## src/rtl/nn_pkg.sv

```systemverilog
// Shared constants, state type and byte-selection helpers for the NN output serializer.
// Defining NN_OUT_CHECKSUM_EN appends an XOR checksum byte after neuron0 in every result set.
package nn_pkg;

   localparam int DATA_W      = 8;
   localparam int NUM_NEURONS = 4;
   localparam int SET_W       = NUM_NEURONS * DATA_W;

`ifdef NN_OUT_CHECKSUM_EN
   localparam int BYTES_PER_SET = NUM_NEURONS + 1;
`else
   localparam int BYTES_PER_SET = NUM_NEURONS;
`endif

   localparam int CNT_W = $clog2(BYTES_PER_SET);

   typedef enum logic {
      IDLE,
      STREAM
   } ser_state_e;

   // A result set is packed {neuron3, neuron2, neuron1, neuron0}.
   typedef logic [SET_W-1:0] result_set_t;

   // Byte k of the transmit order: neuron3 first, then the optional checksum last.
   function automatic logic [DATA_W-1:0] set_byte(input result_set_t s, input int k);
      logic [DATA_W-1:0] b;
      b = '0;
      if (k < NUM_NEURONS) begin
         b = s[(NUM_NEURONS-1-k)*DATA_W +: DATA_W];
      end
`ifdef NN_OUT_CHECKSUM_EN
      else begin
         for (int i = 0; i < NUM_NEURONS; i++) begin
            b = b ^ s[i*DATA_W +: DATA_W];
         end
      end
`endif
      return b;
   endfunction

   function automatic logic [1:0] byte_index(input int k);
      return (k < NUM_NEURONS) ? 2'(NUM_NEURONS - 1 - k) : 2'd0;
   endfunction

endpackage

```

## src/rtl/nn_output_serializer_if.sv

```systemverilog
// Bundles neuron inputs, control strobes and the byte stream of the output serializer.
// The master modport is the serializer's view; the slave modport is the layer FSM / host side.
interface nn_output_serializer_if;
   import nn_pkg::*;

   logic              capture;
   logic [DATA_W-1:0] neuron0_output;
   logic [DATA_W-1:0] neuron1_output;
   logic [DATA_W-1:0] neuron2_output;
   logic [DATA_W-1:0] neuron3_output;
   logic              clr_ovf;
   logic [DATA_W-1:0] out_data;
   logic              out_valid;
   logic              out_ready;
   logic              out_last;
   logic [1:0]        out_index;
   logic              full;
   logic              overflow;

   modport master (
      input  capture, neuron0_output, neuron1_output, neuron2_output, neuron3_output,
      input  clr_ovf, out_ready,
      output out_data, out_valid, out_last, out_index, full, overflow
   );

   modport slave (
      output capture, neuron0_output, neuron1_output, neuron2_output, neuron3_output,
      output clr_ovf, out_ready,
      input  out_data, out_valid, out_last, out_index, full, overflow
   );

endinterface

```

## src/rtl/nn_result_fifo.sv

```systemverilog
// BANKS-deep buffer of captured result sets with head and next-head read ports.
// A pop while full frees a slot in time for the same cycle's push to be accepted.
module nn_result_fifo
   import nn_pkg::*;
#(
   parameter int BANKS = 2
) (
   input  logic        clk,
   input  logic        rst,
   input  logic        push_i,
   input  result_set_t push_data_i,
   input  logic        pop_i,
   output result_set_t head_o,
   output result_set_t next_o,
   output logic        full_o,
   output logic        empty_o,
   output logic        multi_o
);

   localparam int PTR_W = $clog2(BANKS);
   localparam int OCC_W = $clog2(BANKS + 1);

   result_set_t      mem_q [BANKS];
   logic [PTR_W-1:0] wptr_q, wptr_d;
   logic [PTR_W-1:0] rptr_q, rptr_d;
   logic [PTR_W-1:0] rptr_nxt;
   logic [OCC_W-1:0] count_q, count_d;
   logic             do_push, do_pop;

   assign full_o   = (count_q == OCC_W'(BANKS));
   assign empty_o  = (count_q == '0);
   assign multi_o  = (count_q > OCC_W'(1));
   assign do_pop   = pop_i & ~empty_o;
   assign do_push  = push_i & (~full_o | do_pop);
   assign rptr_nxt = rptr_q + 1'b1;
   assign head_o   = mem_q[rptr_q];
   assign next_o   = mem_q[rptr_nxt];

   // NOTE: every signal assigned in always_comb gets a default first, so no latch can be inferred.
   always_comb begin
      wptr_d  = wptr_q;
      rptr_d  = rptr_q;
      count_d = count_q + OCC_W'(do_push) - OCC_W'(do_pop);
      if (do_push) wptr_d = wptr_q + 1'b1;
      if (do_pop)  rptr_d = rptr_nxt;
   end

   // NOTE: sequential state uses non-blocking assignments so every register samples pre-edge values.
   always_ff @(posedge clk or posedge rst) begin
      if (rst) begin
         wptr_q  <= '0;
         rptr_q  <= '0;
         count_q <= '0;
      end else begin
         wptr_q  <= wptr_d;
         rptr_q  <= rptr_d;
         count_q <= count_d;
      end
   end

   // NOTE: storage is not reset; count_q marks which banks hold live data, so stale contents are never read.
   always_ff @(posedge clk) begin
      if (do_push) mem_q[wptr_q] <= push_data_i;
   end

endmodule

```

## src/rtl/nn_output_serializer.sv

```systemverilog
// Captures the four final-layer neuron outputs and streams each set out one byte per transfer.
// NN_OUT_CHECKSUM_EN adds a fifth XOR checksum byte carrying out_last.
module nn_output_serializer
   import nn_pkg::*;
#(
   parameter int BANKS = 2
) (
   input logic                   clk,
   input logic                   rstn,
   nn_output_serializer_if.master bus
);

   localparam logic [CNT_W-1:0] LAST_CNT = CNT_W'(BYTES_PER_SET - 1);

   ser_state_e        state_q;
   logic [CNT_W-1:0]  cnt_q;
   logic [DATA_W-1:0] out_data_q;
   logic              out_valid_q;
   logic              out_last_q;
   logic [1:0]        out_index_q;
   logic              overflow_q, overflow_d;

   result_set_t       head_set, next_set;
   logic              fifo_full, fifo_empty, fifo_multi;
   logic              xfer, pop, drop;

   assign xfer = out_valid_q & bus.out_ready;
   assign pop  = xfer & out_last_q;
   assign drop = bus.capture & fifo_full & ~pop;

   nn_result_fifo #(.BANKS(BANKS)) u_fifo (
      .clk         (clk),
      .rst         (rstn),
      .push_i      (bus.capture),
      .push_data_i ({bus.neuron3_output, bus.neuron2_output,
                     bus.neuron1_output, bus.neuron0_output}),
      .pop_i       (pop),
      .head_o      (head_set),
      .next_o      (next_set),
      .full_o      (fifo_full),
      .empty_o     (fifo_empty),
      .multi_o     (fifo_multi)
   );

   always_ff @(posedge clk or posedge rstn) begin
      if (rstn) begin
         state_q     <= IDLE;
         cnt_q       <= '0;
         out_valid_q <= 1'b0;
         out_data_q  <= '0;
         out_last_q  <= 1'b0;
         out_index_q <= 2'd3;
      end else begin
         case (state_q)
            IDLE: begin
               if (!fifo_empty) begin
                  state_q     <= STREAM;
                  cnt_q       <= '0;
                  out_valid_q <= 1'b1;
                  out_data_q  <= set_byte(head_set, 0);
                  out_index_q <= byte_index(0);
                  out_last_q  <= 1'b0;
               end
            end
            STREAM: begin
               if (xfer) begin
                  if (out_last_q) begin
                     cnt_q <= '0;
                     // Head is being freed; a second occupied bank streams on without a bubble.
                     if (fifo_multi) begin
                        out_data_q  <= set_byte(next_set, 0);
                        out_index_q <= byte_index(0);
                        out_last_q  <= 1'b0;
                     end else begin
                        state_q     <= IDLE;
                        out_valid_q <= 1'b0;
                        out_last_q  <= 1'b0;
                     end
                  end else begin
                     cnt_q       <= cnt_q + 1'b1;
                     out_data_q  <= set_byte(head_set, int'(cnt_q) + 1);
                     out_index_q <= byte_index(int'(cnt_q) + 1);
                     out_last_q  <= ((cnt_q + 1'b1) == LAST_CNT);
                  end
               end
            end
            default: state_q <= IDLE;
         endcase
      end
   end

   always_comb begin
      overflow_d = overflow_q;
      if (bus.clr_ovf) overflow_d = 1'b0;
      // A drop in the same cycle as a clear must stay visible.
      if (drop)        overflow_d = 1'b1;
   end

   always_ff @(posedge clk or posedge rstn) begin
      if (rstn) overflow_q <= 1'b0;
      else      overflow_q <= overflow_d;
   end

   assign bus.out_data  = out_data_q;
   assign bus.out_valid = out_valid_q;
   assign bus.out_last  = out_last_q;
   assign bus.out_index = out_index_q;
   assign bus.full      = fifo_full;
   assign bus.overflow  = overflow_q;

endmodule

```

## src/flat_wrapper.sv

```systemverilog
// flat-port wrapper written by rule: the top's interface ports become plain ports
module nn_output_serializer_flat import nn_pkg::*;
#(
   parameter int BANKS = 2
)
  (clk, rstn, bus_capture, bus_neuron0_output, bus_neuron1_output, bus_neuron2_output, bus_neuron3_output, bus_clr_ovf, bus_out_ready, bus_out_data, bus_out_valid, bus_out_last, bus_out_index, bus_full, bus_overflow);
  nn_output_serializer_if bus_i ();
  input logic clk;
  input logic rstn;
  input wire logic [$bits(bus_i.capture)-1:0] bus_capture;
  input wire logic [$bits(bus_i.neuron0_output)-1:0] bus_neuron0_output;
  input wire logic [$bits(bus_i.neuron1_output)-1:0] bus_neuron1_output;
  input wire logic [$bits(bus_i.neuron2_output)-1:0] bus_neuron2_output;
  input wire logic [$bits(bus_i.neuron3_output)-1:0] bus_neuron3_output;
  input wire logic [$bits(bus_i.clr_ovf)-1:0] bus_clr_ovf;
  input wire logic [$bits(bus_i.out_ready)-1:0] bus_out_ready;
  output wire logic [$bits(bus_i.out_data)-1:0] bus_out_data;
  output wire logic [$bits(bus_i.out_valid)-1:0] bus_out_valid;
  output wire logic [$bits(bus_i.out_last)-1:0] bus_out_last;
  output wire logic [$bits(bus_i.out_index)-1:0] bus_out_index;
  output wire logic [$bits(bus_i.full)-1:0] bus_full;
  output wire logic [$bits(bus_i.overflow)-1:0] bus_overflow;
  assign bus_i.capture = bus_capture;
  assign bus_i.neuron0_output = bus_neuron0_output;
  assign bus_i.neuron1_output = bus_neuron1_output;
  assign bus_i.neuron2_output = bus_neuron2_output;
  assign bus_i.neuron3_output = bus_neuron3_output;
  assign bus_i.clr_ovf = bus_clr_ovf;
  assign bus_i.out_ready = bus_out_ready;
  assign bus_out_data = bus_i.out_data;
  assign bus_out_valid = bus_i.out_valid;
  assign bus_out_last = bus_i.out_last;
  assign bus_out_index = bus_i.out_index;
  assign bus_full = bus_i.full;
  assign bus_overflow = bus_i.overflow;
  nn_output_serializer #(.BANKS(BANKS)) u_core (.clk(clk), .rstn(rstn), .bus(bus_i));
endmodule
```

## config.mk

```make
export PLATFORM = sky130hd
export DESIGN_NAME = nn_output_serializer_flat
export DESIGN_NICKNAME = d
export VERILOG_FILES = /design/src/rtl/nn_pkg.sv /design/src/rtl/nn_output_serializer_if.sv /design/src/rtl/nn_result_fifo.sv /design/src/rtl/nn_output_serializer.sv /design/src/flat_wrapper.sv
export SDC_FILE = /design/constraint.sdc
export NUM_CORES = 1
export LEC_CHECK = 0
export BUFFER_PORTS_ARGS = -buffer_cell sky130_fd_sc_hd__buf_2
export CELL_PAD_IN_SITES_DETAIL_PLACEMENT = 1
export CELL_PAD_IN_SITES_GLOBAL_PLACEMENT = 1
export CORE_ASPECT_RATIO = 2
export CORE_MARGIN = 3
export CORE_UTILIZATION = 53
export CTS_BUF_LIST = sky130_fd_sc_hd__clkbuf_8
export DETAILED_ROUTE_END_ITERATION = 16
export PLACE_DENSITY = 0.95
export SYNTH_ARGS = -nofsm -noshare
export SYNTH_HDL_FRONTEND = slang
export SYNTH_SLANG_ARGS = --single-unit
```

## constraint.sdc

```tcl
create_clock -name clk -period 6.7 [get_ports clk]
set_clock_uncertainty 0.2 [all_clocks]
set_input_delay 0.335 -clock clk [delete_from_list [all_inputs] [get_ports clk]]
set_output_delay 0.335 -clock clk [all_outputs]
set_load 0.05 [all_outputs]
```

==> Word level (Yosys, flattened, before mapping) <==
Memory sizes are Yosys's and may differ from the RTL's.
Index checks and enable logic that the tools add are counted.
{ "word_totals": {"ff_bits": 20, "elab_cells": 78, "ramBits": 64, "rom_bits": 0, "mem_count": 1, "latchBits": 0} }
{ "memory_table": {"columns": ["memory", "depth", "word_bits", "rd", "rd_ports_with_merged_regs", "wr", "line_no", "source"], "rows": [
  ["u_core.u_fifo.mem_q", 2, 32, 2, 0, 1, "nn_result_fifo.sv:23", "result_set_t mem_q [BANKS];"]
]} }
{ "op_classes": {"bitwise_logic": 11, "order_cmp": 2, "n_mul": 0, "n_eq_ne": 7, "n_addsub": 7, "n_shift": 1, "n_div": 0, "muxes": 34, "reduce_logical": 5} }
{ "ops": {"columns": ["op", "n"], "rows": [
  ["$mux W8", 5],
  ["$lt A32 B4 Y1 const B", 1],
  ["$shiftx A32 B32 Y8", 1],
  ["$sub A3 B29 Y29 const A", 1],
  ["$mux W2", 8],
  ["$pmux W8 S2", 1],
  ["$mux W1", 15],
  ["$ne A2 B2 Y1 const B", 4],
  ["$pmux W2 S2", 2],
  ["$and A1 B1 Y1", 6],
  ["$pmux W1 S2", 3],
  ["$eq A2 B2 Y1 const B", 2],
  ["$not A1 Y1", 4],
  ["$reduce_and A4 Y1", 1],
  ["$add A2 B1 Y3 const B", 1],
  ["$ne A3 B3 Y1 const B", 1],
  ["$reduce_and A3 Y1", 1],
  ["$add A1 B1 Y1 const B", 2],
  ["$add A2 B1 Y2", 1],
  ["$add A2 B1 Y2 const B", 1],
  ["$gt A2 B1 Y1 const B", 1],
  ["$logic_not A2 Y1", 1],
  ["$reduce_and A2 Y1", 1],
  ["$reduce_bool A2 Y1", 1],
  ["2 further kinds", 2]
]} }

==> Logic depth before layout (Yosys ltp) <==
Gate-level depths: netlist of the first run.
{ "logic_depth": {"depth_word": 7, "mapped_depth": 8, "ltp_nobuf": 6} }

==> By module <==
From an unflattened synthesis of the first run, not the netlist that was laid out.
{ "unflattened": {"cells_unflattened": 280, "hier_area_um2": 4309.1} }
{ "modules_own_cells": {"columns": ["mod", "area_each_um2", "cells_each", "instances", "seq_area_each_um2"], "rows": [
  ["nn_result_fifo", 3145.5, 158, 1, 2021.9],
  ["nn_output_serializer", 1163.6, 122, 1, 402.9]
]} }

==> Least setup slack after synthesis of the first run <==
OpenSTA, ideal clock, no wires.
{ "synth_timing": {"path_kind": "reg2reg", "startpoint": "register u_core.out_last_q (netlist: u_core.bus.out_last)", "endpoint": "memory u_core.u_fifo.mem_q[0][0] in the netlist's numbering (enable)", "arrival_ps": 2586, "stages_incl_launch_ff": 6, "path_buffers": 1, "setup_slack_ps": 3493, "cell_sequence": "dfrtp_1 buf_2 nand3_1 nand2_1 nand2_1 nor2_1"} }
{ "synth_between": {"elab_chain_cells": 6} }
{ "synth_lines": {"columns": ["element", "line_no", "source"], "rows": [
  ["start: declaration", "nn_output_serializer.sv:19", "logic out_last_q;"],
  ["start signal: assignment", "nn_output_serializer.sv:83", "out_last_q <= ((cnt_q + 1'b1) == LAST_CNT);"],
  ["$and A1 B1 Y1", "nn_output_serializer.sv:28", "assign pop = xfer & out_last_q;"],
  ["$and A1 B1 Y1", "nn_result_fifo.sv:33", "assign do_pop = pop_i & ~empty_o;"],
  ["$or A1 B1 Y1", "nn_result_fifo.sv:34", "assign do_push = push_i & (~full_o | do_pop);"],
  ["$and A1 B1 Y1", "nn_result_fifo.sv:34", null],
  ["$mux W1", "nn_result_fifo.sv:63", "if (do_push) mem_q[wptr_q] <= push_data_i;"],
  ["$mux W1 (implied by the code)", "nn_result_fifo.sv:63", null],
  ["end: declaration", "nn_result_fifo.sv:23", null]
]} }
No other way between the ends.

==> Worst setup path after layout of the first run <==
{ "layout_timing": {"startpoint": "register u_core.cnt_q[0]", "endpoint": "register u_core.out_data_q[5] (netlist: u_core.bus.out_data[5])"} }
{ "layout_between": {"elab_chain_cells": 7, "elab_cells_between_ends": 8, "classes_between": "add/sub (2); order compare (1); shift (1); mux (4)"} }
{ "layout_lines": {"columns": ["element", "line_no", "source"], "rows": [
  ["start: declaration", "nn_output_serializer.sv:16", "logic [CNT_W-1:0] cnt_q;"],
  ["start signal: assignment", "nn_output_serializer.sv:80", "cnt_q <= cnt_q + 1'b1;"],
  ["$add A2 B1 Y3 *", "nn_output_serializer.sv:81", "out_data_q <= set_byte(head_set, int'(cnt_q) + 1);"],
  ["$sub A3 B29 Y29", "nn_pkg.sv:30", "b = s[(NUM_NEURONS-1-k)*DATA_W +: DATA_W];"],
  ["$shiftx A32 B32 Y8", "nn_pkg.sv:30", null],
  ["$mux W8 *", "nn_pkg.sv:29", "if (k < NUM_NEURONS) begin"],
  ["$mux W8 *", "nn_output_serializer.sv:67", "if (out_last_q) begin"],
  ["$mux W8 *", "nn_output_serializer.sv:66", "if (xfer) begin"],
  ["$pmux W8 S2 *", "nn_output_serializer.sv:54", "case (state_q)"],
  ["end signal: assignment", "nn_output_serializer.sv:60", "out_data_q <= set_byte(head_set, 0);"],
  ["end signal: assignment", "nn_output_serializer.sv:71", "out_data_q <= set_byte(next_set, 0);"],
  ["end signal: assignment", "nn_output_serializer.sv:81", null],
  ["end: declaration", "nn_output_serializer.sv:17", "logic [DATA_W-1:0] out_data_q;"]
]} }
Every way passes the cells marked *; elsewhere a longest branch is shown, timed or not. The select of a mux whose other input is x is not followed.
A chain may end at the register's enable or synchronous reset.

==> reports/metrics.cfg, run 1 <==
[setup_path]
startpoint_type=register
critical_path.reg2reg.startpoint=u_core.cnt_q[0]$_DFFE_PP0P_
ff_to_ff_path_depth=6
crit_family=compound AO/OA/AOI/OAI gates
timing.critical_path.required_ns=6.73
cell_type_of_the_slowest_stage_on_the_worst_timing_path=sky130_fd_sc_hd__ha_1
critPathArrivalTime_ns=2.72
sequence_of_cells_on_the_critical_path=inv_1 -> ha_1 -> nand2_1 -> o221ai_1 -> o211ai_1 -> a22o_1
slowest_delay_ns=0.62
critical_path_endpoint_category=register
timing.rr.end=u_core.bus.out_data[5]$_DFFE_PP0P_
critical_path_class=reg -> reg
critical_path_cell_count=6
reg2reg_setup_slack_ns=4.01
critPathBufInv=1
worst-path-max-fanout=13

[route]
detailroute.via_count=2356
detail_route.drc_violations=0
drtAntennaViolNets=0
drt_iter0_drc=110
routedWlPerCell_um=22.7
routed_via_density=5.66
detail_route.first_pass.iterations=4
finalWirelength_mm=9.46

[global_routing]
first_global_vias=2671
number_of_antenna_violations_at_the_first_check_in_global_routing=0
gr-total-overflow=0
grt_pass1_wl_mm=14.9
groute.usage.overall_pct=26.4
largest_net_degree_at_the_start_of_global_routing=34

[timing]
min_period_ns=2.69
finalMaxSlewViolations=0
setup_violations=0
tightestPinTransition_ns=0.799
relative_max_transition_margin_pct=46.7
rsz0062_at_grt=no
hold_violations=0
layout_worst_path_cycle_share_pct=40.1
max_freq_mhz=372
timing.setup.tns_ns=0

[clock_tree]
htree_levels=3
worstSkewPairLatency_ns=0.35
total_cts_buffers=9
clock-root-buffer=sky130_fd_sc_hd__clkbuf_8
ctsResizeCount=0
clk_pin_slew_ns=0.08
cts_buffer_depth=2
tritoncts=yes
clkSinkCount=84

[power_and_ir_drop]
overall_power_mw=1.29
total_leakage_power_nw=1.72
power.ir.vdd_worst_mv=0.219
power_density_mw_per_mm2=291

[logic_synthesis]
yosys-mux-area-fraction_pct=12.7
synthDistinctLibCells=40
seq_area_frac_synth_pct=66.9
postSynthRegisterBits=84
synth_area_per_cell_um2=15.2
synth_async_sr_flop_share_pct=23.8
dominantRegCellSynth=sky130_fd_sc_hd__edfxtp_1
main_combinational_cell_family_by_area_after_synthesis=multiplexers
synth_simple_gate_area_share_pct=6.38
synthAdderAreaFrac_pct=1.72
synth.net_count=280
yosys_warnings=0
synth-compound-area-share_pct=8.38
synth-xor-area-share_pct=0.966
synth-edff-count=64
post_syn_area_mm2=0.00363
synthesis.instances=238

[worst_hold_path]
min_path_cells=3
holdPathEnd=u_core.bus.overflow$_DFFE_PP0P_
worstHoldPathType=in -> reg
beginning_of_the_worst_hold_path=bus_capture

[floorplanning]
core_region_area_mm2=0.00662
die_h_um=123
die_width_um=64.5
fp-row-count=42
design.die.area_mm2=0.00793
floorplan.initialDensity_pct=54.8
io-pin-count=51

[flow_run]
cap_viol_max_count=0

[placement]
gp_routability_congestion=0.772
hpwl_mm=5.47
io_buffer_count=50

[cells_and_area]
filler_cell_count=646
final_net_count=366
syn_to_final_growth_pct=22.7
antenna-diode-count=0
layout-drive-gt1-share_pct=30.5

[run_status]
outcome=completed

[worst reg2reg max path: cells and delay by family, from the launching register on]
family,cells,cell delay (ns)
adders and majority gates,1,0.62
buffers and inverters,1,0.16
and+or+nand+nor,1,0.31
AOI/OAI and AO/OA,3,0.67
DFF,1,0.60
[synth_stat cells (2+ instances only)]
master / instances / area, um^2
sky130_fd_sc_hd__edfxtp_1: 64 / 1920
sky130_fd_sc_hd__nor2_1: 29 / 109
sky130_fd_sc_hd__mux2_2: 20 / 225
sky130_fd_sc_hd__dfrtp_1: 18 / 450
sky130_fd_sc_hd__nand2_1: 14 / 52.6
sky130_fd_sc_hd__o221ai_1: 10 / 87.6
sky130_fd_sc_hd__a22o_1: 8 / 70.1
sky130_fd_sc_hd__o21ai_0: 8 / 40.0
sky130_fd_sc_hd__mux4_2: 6 / 135
sky130_fd_sc_hd__o211ai_1: 6 / 45.0
sky130_fd_sc_hd__ha_1: 5 / 62.6
sky130_fd_sc_hd__inv_1: 5 / 18.8
sky130_fd_sc_hd__buf_2: 4 / 20.0
sky130_fd_sc_hd__clkbuf_1: 4 / 15.0
sky130_fd_sc_hd__nand3_1: 4 / 20.0
sky130_fd_sc_hd__and3_1: 2 / 12.5
sky130_fd_sc_hd__dfstp_2: 2 / 52.6
sky130_fd_sc_hd__mux2i_1: 2 / 20.0
sky130_fd_sc_hd__mux4_1: 2 / 52.6
sky130_fd_sc_hd__nand2b_1: 2 / 12.5
sky130_fd_sc_hd__nor2b_1: 2 / 12.5
sky130_fd_sc_hd__xnor2_1: 2 / 17.5
sky130_fd_sc_hd__xor2_1: 2 / 17.5
[cell families after synthesis]
| family | Yosys count |
|---|---|
| XOR/XNOR | 4 |
| AO/OA/AOI/OAI | 40 |
| multiplexers | 32 |
| flip-flops | 84 |
| adder cells (fa/ha/maj) | 5 |
| AND/OR/NAND/NOR | 55 |
| buffers and inverters | 18 |
[sequential cells by signal, indices dropped and copies added (netlist names)]
name and count:
u_core.bus.out_data 8, u_core.cnt_q 2, u_core.u_fifo.count_q 2, u_core.bus.out_last 1, u_core.bus.out_index 2, u_core.u_fifo.wptr_q 1
u_core.bus.out_valid 1, u_core.bus.overflow 1, u_core.state_q 1, u_core.u_fifo.mem_q 64, u_core.u_fifo.rptr_q 1
[worst max-delay path by stage]
| stage | slack (ns) | start | to |
|---|---|---|---|
| finish | 4.01 | u_core.cnt_q[0]$_DFFE_PP0P_ | u_core.bus.out_data[5]$_DFFE_PP0P_ |
| global route | 3.85 | u_core.cnt_q[0]$_DFFE_PP0P_ | u_core.bus.out_data[7]$_DFFE_PP0P_ |
| CTS | 4.02 | u_core.cnt_q[0]$_DFFE_PP0P_ | u_core.bus.out_data[2]$_DFFE_PP0P_ |
| detailed placement | 4.06 | u_core.cnt_q[0]$_DFFE_PP0P_ | u_core.bus.out_data[0]$_DFFE_PP0P_ |
| global placement | 4.23 | u_core.cnt_q[0]$_DFFE_PP0P_ | u_core.bus.out_data[7]$_DFFE_PP0P_ |
| floorplan | 3.49 | u_core.bus.out_last$_DFFE_PP0P_ | u_core.u_fifo.mem_q[0][0]$_DFFE_PP_ |
[where the power goes]
part	internal (mW)	total, mW	switching, mW	leakage (nW)
clock network	0.167	0.340	0.173	0.0899
logic	0.0833	0.221	0.137	0.795
registers	0.680	0.732	0.0518	0.838
total	0.931	1.29	0.362	1.72
[layout make-up]
type	instances	area, um^2	area share (%)
well taps	88	110	2.47
clock buffers	9	124	2.78
flip-flops and latches	84	2420	54.5
multi-input cells	136	1090	24.6
clock inverters	6	57.6	1.29
repair buffers	88	621	13.9
inverters	5	18.8	0.422
[routing by layer]
metal | part of all wire (%) | vias up | global-route usage (%)
met1 | 36 | 1183 | 29.0
met5 | 0 | - | 0
li1 | - | 1082 | -
met3 | 3.4 | 22 | 4.36
met2 | 57 | 69 | 48.4
met4 | 3.5 | 0 | 13.0
[through the flow]
stage	hold slack, ns	utilization, %	worst slack, ns	cells	instance area, um^2
2_1_floorplan	0.0973	-	3.49	238	3630
3_3_place_gp	0.269	59.3	4.23	367	3930
3_5_place_dp	0.273	59.3	4.06	367	3930
4_1_cts	0.102	67.2	4.02	416	4450
5_1_grt	0.174	67.2	3.85	416	4450
6_report	0.169	67.2	4.01	416	4450
[cells in the final DEF (no fill, tap or decap), drive strengths merged, types with 2 or more instances in the layout]
cell type	n
edfxtp	64
clkbuf	9
o21ai	8
nor2b	2
ha	5
xor2	2
buf	54
nand2	14
o211ai	6
a22o	8
clkinvlp	2
nand3	4
mux2	22
o221ai	10
dlygate4sd3	34
nor2	29
nand2b	2
xnor2	2
mux4	8
mux2i	2
and3	2
clkinv	2
dfrtp	18
inv	6
dfstp	2
[timing repair]
action,in CTS,in global routing
buffers inserted,0,0
hold buffers,34,0
endpoints found under the hold margin,83,0
Note: power is estimated with default switching activity, not from simulation.
==> inputs of run 2 (changes only) <==
--- a/config.mk
+++ b/config.mk
@@ -5,15 +5,16 @@
 export SDC_FILE = /design/constraint.sdc
 export NUM_CORES = 1
 export LEC_CHECK = 0
+export ABC_AREA = 1
 export BUFFER_PORTS_ARGS = -buffer_cell sky130_fd_sc_hd__buf_2
 export CELL_PAD_IN_SITES_DETAIL_PLACEMENT = 1
 export CELL_PAD_IN_SITES_GLOBAL_PLACEMENT = 1
 export CORE_ASPECT_RATIO = 2
 export CORE_MARGIN = 3
-export CORE_UTILIZATION = 53
+export CORE_UTILIZATION = 42
 export CTS_BUF_LIST = sky130_fd_sc_hd__clkbuf_8
 export DETAILED_ROUTE_END_ITERATION = 16
-export PLACE_DENSITY = 0.95
+export PLACE_DENSITY = 0.89
 export SYNTH_ARGS = -nofsm -noshare
 export SYNTH_HDL_FRONTEND = slang
 export SYNTH_SLANG_ARGS = --single-unit
==> constraint.sdc (replaced) <==
create_clock -name clk -period 2.3 [get_ports clk]
set_clock_uncertainty 0.2 [all_clocks]
set_input_delay 0.115 -clock clk [delete_from_list [all_inputs] [get_ports clk]]
set_output_delay 0.115 -clock clk [all_outputs]
set_load 0.05 [all_outputs]
==> run 2 against run 1 <==
  * Register-to-register slack got worse by 3.8 ns
  * Non-clock buffer count increased by 6
  * Critical path depth is 1 higher
  * Highest routed layer unchanged
  * Routed wire length decreased by 2.3%
  * Area after synthesis grew 6.3%
  * Combinational power rose to 13 times the previous value
  * Setup slack got worse by 3.8 ns
  * Largest power group is now combinational cells
  * Sequential share of layout area is 3.5 points lower
  * Synthesized cell count up 66%
==> reports/metrics.cfg, run 2 <==
[logic_synthesis]
post-synth-top-count-cell=sky130_fd_sc_hd__nand2_1
post_syn_area_mm2=0.00385  ; +6.3%
synth_area_per_cell_um2=9.78  ; -36%
seq_area_frac_synth_pct=62.9  ; -3.9 points
synth.net_count=436  ; +56%
synth_top_cells_by_count=sky130_fd_sc_hd__nand2_1, sky130_fd_sc_hd__edfxtp_1, sky130_fd_sc_hd__nand3_1
postSynthRegisterBits=84  ; unchanged
synth.top_cell.area_share_pct=49.9  ; -3.1 points
synth-edff-count=64  ; unchanged
synthDistinctLibCells=24  ; -40%
dominantRegCellSynth=sky130_fd_sc_hd__edfxtp_1
yosys_warnings=0  ; unchanged
synth_async_sr_flop_share_pct=23.8  ; unchanged
synth_top_area_cell=sky130_fd_sc_hd__edfxtp_1
synthesis.instances=394  ; +66%
post_synth_main_area_contributors=sky130_fd_sc_hd__edfxtp_1, sky130_fd_sc_hd__nand2_1, sky130_fd_sc_hd__dfrtp_1

[setup_path]
timing.rr.end=u_core.u_fifo.mem_q[1][3]$_DFFE_PP_
timing.critical_path.required_ns=2.16  ; -4.57 ns
critPathArrivalTime_ns=1.94  ; -0.78 ns
reg2reg_setup_slack_ns=0.22  ; -3.79 ns
critical_path_endpoint_category=register
critical_path_class=reg -> reg
startpoint_type=register
critical_path.reg2reg.startpoint=u_core.bus.out_last$_DFFE_PP0P_
ff_to_ff_path_depth=7  ; +1
worst-path-max-fanout=33  ; +20

[floorplanning]
design.die.area_mm2=0.0104  ; +32%
io-pin-count=51  ; unchanged
die_width_um=73.7  ; +14%
die_h_um=141  ; +15%
fp-row-count=48  ; +14%
core_region_area_mm2=0.00877  ; +32%
floorplan.initialDensity_pct=44.0  ; -11 points

[clock_tree]
cts_buffer_depth=2  ; unchanged
post_cts.repair.setup_buffers=0  ; unchanged
tritoncts=yes
clock-root-buffer=sky130_fd_sc_hd__clkbuf_8
htree_levels=3  ; unchanged
worstSkewPairLatency_ns=0.36  ; about the same
clk_pin_slew_ns=0.09  ; about the same
clkSinkCount=84  ; unchanged
total_cts_buffers=9  ; unchanged

[global_routing]
first_global_vias=3287  ; +23%
groute.usage.overall_pct=19.6  ; -6.8 points
gr-total-overflow=0  ; unchanged
grt_pass1_wl_mm=15.5  ; +3.9%
number_of_antenna_violations_at_the_first_check_in_global_routing=1  ; +1
largest_net_degree_at_the_start_of_global_routing=42  ; +24%

[timing]
layout_worst_path_cycle_share_pct=90.4  ; +50 points
min_period_ns=2.08  ; -0.609 ns
final_critical_path_setup_slack_ns=0.221  ; -3.79 ns
max_freq_mhz=481  ; +29%
finalMaxSlewViolations=0  ; unchanged
tightestPinTransition_ns=0.764  ; -0.0358 ns
setup_violations=0  ; unchanged
hold_violations=0  ; unchanged
relative_max_transition_margin_pct=49.0  ; +2.3 points
rsz0062_at_grt=no
timing.setup.tns_ns=0  ; unchanged

[placement]
gp_routability_congestion=0.786  ; +1.9%
hpwl_mm=6.42  ; +17%
io_buffer_count=50  ; unchanged
dp_slack_ns=0.221  ; -3.84 ns

[cells_and_area]
final_cell_mix=sky130_fd_sc_hd__nand2_1, sky130_fd_sc_hd__edfxtp_1, sky130_fd_sc_hd__nand3_1, sky130_fd_sc_hd__buf_2, sky130_fd_sc_hd__inv_1
largest_register=u_core.u_fifo.mem_q
final_common_cell=sky130_fd_sc_hd__nand2_1
filler_cell_count=985  ; +52%
layout-drive-gt1-share_pct=18.5  ; -12 points
syn_to_final_growth_pct=23.4
final_net_count=524  ; +43%
largest_register_ff_count=64  ; unchanged

[run_status]
outcome=completed

[route]
routed_via_density=5.10  ; -9.9%
detail_route.first_pass.iterations=4  ; unchanged
detailroute.via_count=3000  ; +27%
drtAntennaViolNets=0  ; unchanged
detail_route.drc_violations=0  ; unchanged
drt_iter0_drc=156  ; +42%
routedWlPerCell_um=15.7  ; -31%
finalWirelength_mm=9.24  ; -2.3%

[power_and_ir_drop]
power_density_mw_per_mm2=1310  ; +350%
total_leakage_power_nw=2.16  ; +26%
power.ir.vdd_worst_mv=0.603  ; +180%

[flow_run]
cap_viol_max_count=0  ; unchanged

[worst_hold_path]
worstHoldPathType=in -> async

-- run 2: cell count changes after synthesis, moves of 8 or more --
| cell | before | now |
|---|---|---|
| sky130_fd_sc_hd__a21oi_1 | 1 | 10 |
| sky130_fd_sc_hd__nand3_1 | 4 | 53 |
| sky130_fd_sc_hd__nor2_1 | 29 | 10 |
| sky130_fd_sc_hd__a22o_1 | 8 | 0 |
| sky130_fd_sc_hd__mux2_2 | 20 | 0 |
| sky130_fd_sc_hd__inv_1 | 5 | 44 |
| sky130_fd_sc_hd__o221ai_1 | 10 | 0 |
| sky130_fd_sc_hd__nand2_1 | 14 | 140 |
-- run 2: power by group --
part	total (mW)	internal, mW	switching, mW
logic	2.84	0.850	1.99
registers	2.34	2.13	0.211
clock network	1.04	0.497	0.546
total	6.22	3.47	2.74
-- run 2: routing by layer --
metal	up-vias	GRT usage, %	part of all wire (%)
met4	0	8.88	2.8
met5	-	0	0
li1	1463	-	-
met3	16	3.55	3.7
met1	1456	20.6	36
met2	65	36.2	57
-- run 2: worst max-delay path, stage by stage, from the launching register on --
cell and delay, ns:
sky130_fd_sc_hd__dfrtp_2 0.51, sky130_fd_sc_hd__inv_1 0.09, sky130_fd_sc_hd__nor2_1 0.15, sky130_fd_sc_hd__nand2_1 0.12, sky130_fd_sc_hd__nand2_1 0.14, sky130_fd_sc_hd__nand2_1 0.15, sky130_fd_sc_hd__nor2_4 0.16, sky130_fd_sc_hd__buf_12 0.21
-- run 2: area by class of cell --
| class | count | area, um^2 | share of cell area, % |
|---|---|---|---|
| Antenna cell | 1 | 2.50 | 0.0526 |
| Timing Repair Buffer | 94 | 698 | 14.7 |
| Clock buffer | 9 | 124 | 2.60 |
| Multi-Input combinational cell | 246 | 1130 | 23.7 |
| Tap cell | 100 | 125 | 2.63 |
| Inverter | 47 | 184 | 3.87 |
| Sequential cell | 84 | 2430 | 51.0 |
| Clock inverter | 7 | 67.6 | 1.42 |
-- run 2: logic make-up (layout without fill, tap and decap cells) --
kind of cell,after synthesis,count (layout),synth area share [%]
other,0,1,0
xor gates and xnor gates,3,3,0.682
AOI/OAI and AO/OA,26,26,3.67
and+or+nand+nor,212,212,22.9
DFF,84,84,62.9
adders and majority gates,5,5,1.62
buffers and inverters,64,157,8.18
-- run 2: stage by stage --
stage	total power, mW	cell area, um^2	instances	utilization, %	hold WS [ns]
2_1_floorplan	4.48	3870	394	-	-0.123
3_3_place_gp	5.03	4190	534	47.8	0.0801
3_5_place_dp	5.18	4190	534	47.8	0.0925
4_1_cts	6.30	4760	587	54.2	0.246
5_1_grt	6.69	4760	588	54.3	0.262
6_report	6.22	4760	588	54.3	0.219
-- run 2: worst max path at each step --
stage	from	to	depth (start not counted)
floorplan	u_core.bus.out_valid$_DFFE_PP0P_	u_core.u_fifo.mem_q[1][0]$_DFFE_PP_	6
global placement	u_core.bus.out_last$_DFFE_PP0P_	u_core.u_fifo.mem_q[1][2]$_DFFE_PP_	7
detailed placement	u_core.bus.out_last$_DFFE_PP0P_	u_core.u_fifo.mem_q[1][2]$_DFFE_PP_	7
CTS	u_core.bus.out_last$_DFFE_PP0P_	u_core.u_fifo.mem_q[1][14]$_DFFE_PP_	7
global route	u_core.bus.out_last$_DFFE_PP0P_	u_core.u_fifo.mem_q[1][14]$_DFFE_PP_	7
finish	u_core.bus.out_last$_DFFE_PP0P_	u_core.u_fifo.mem_q[1][3]$_DFFE_PP_	7
-- run 2: repair_timing --
item,CTS,global route
resized for setup,0,0
hold endpoints to repair,87,0
hold buffers,37,0
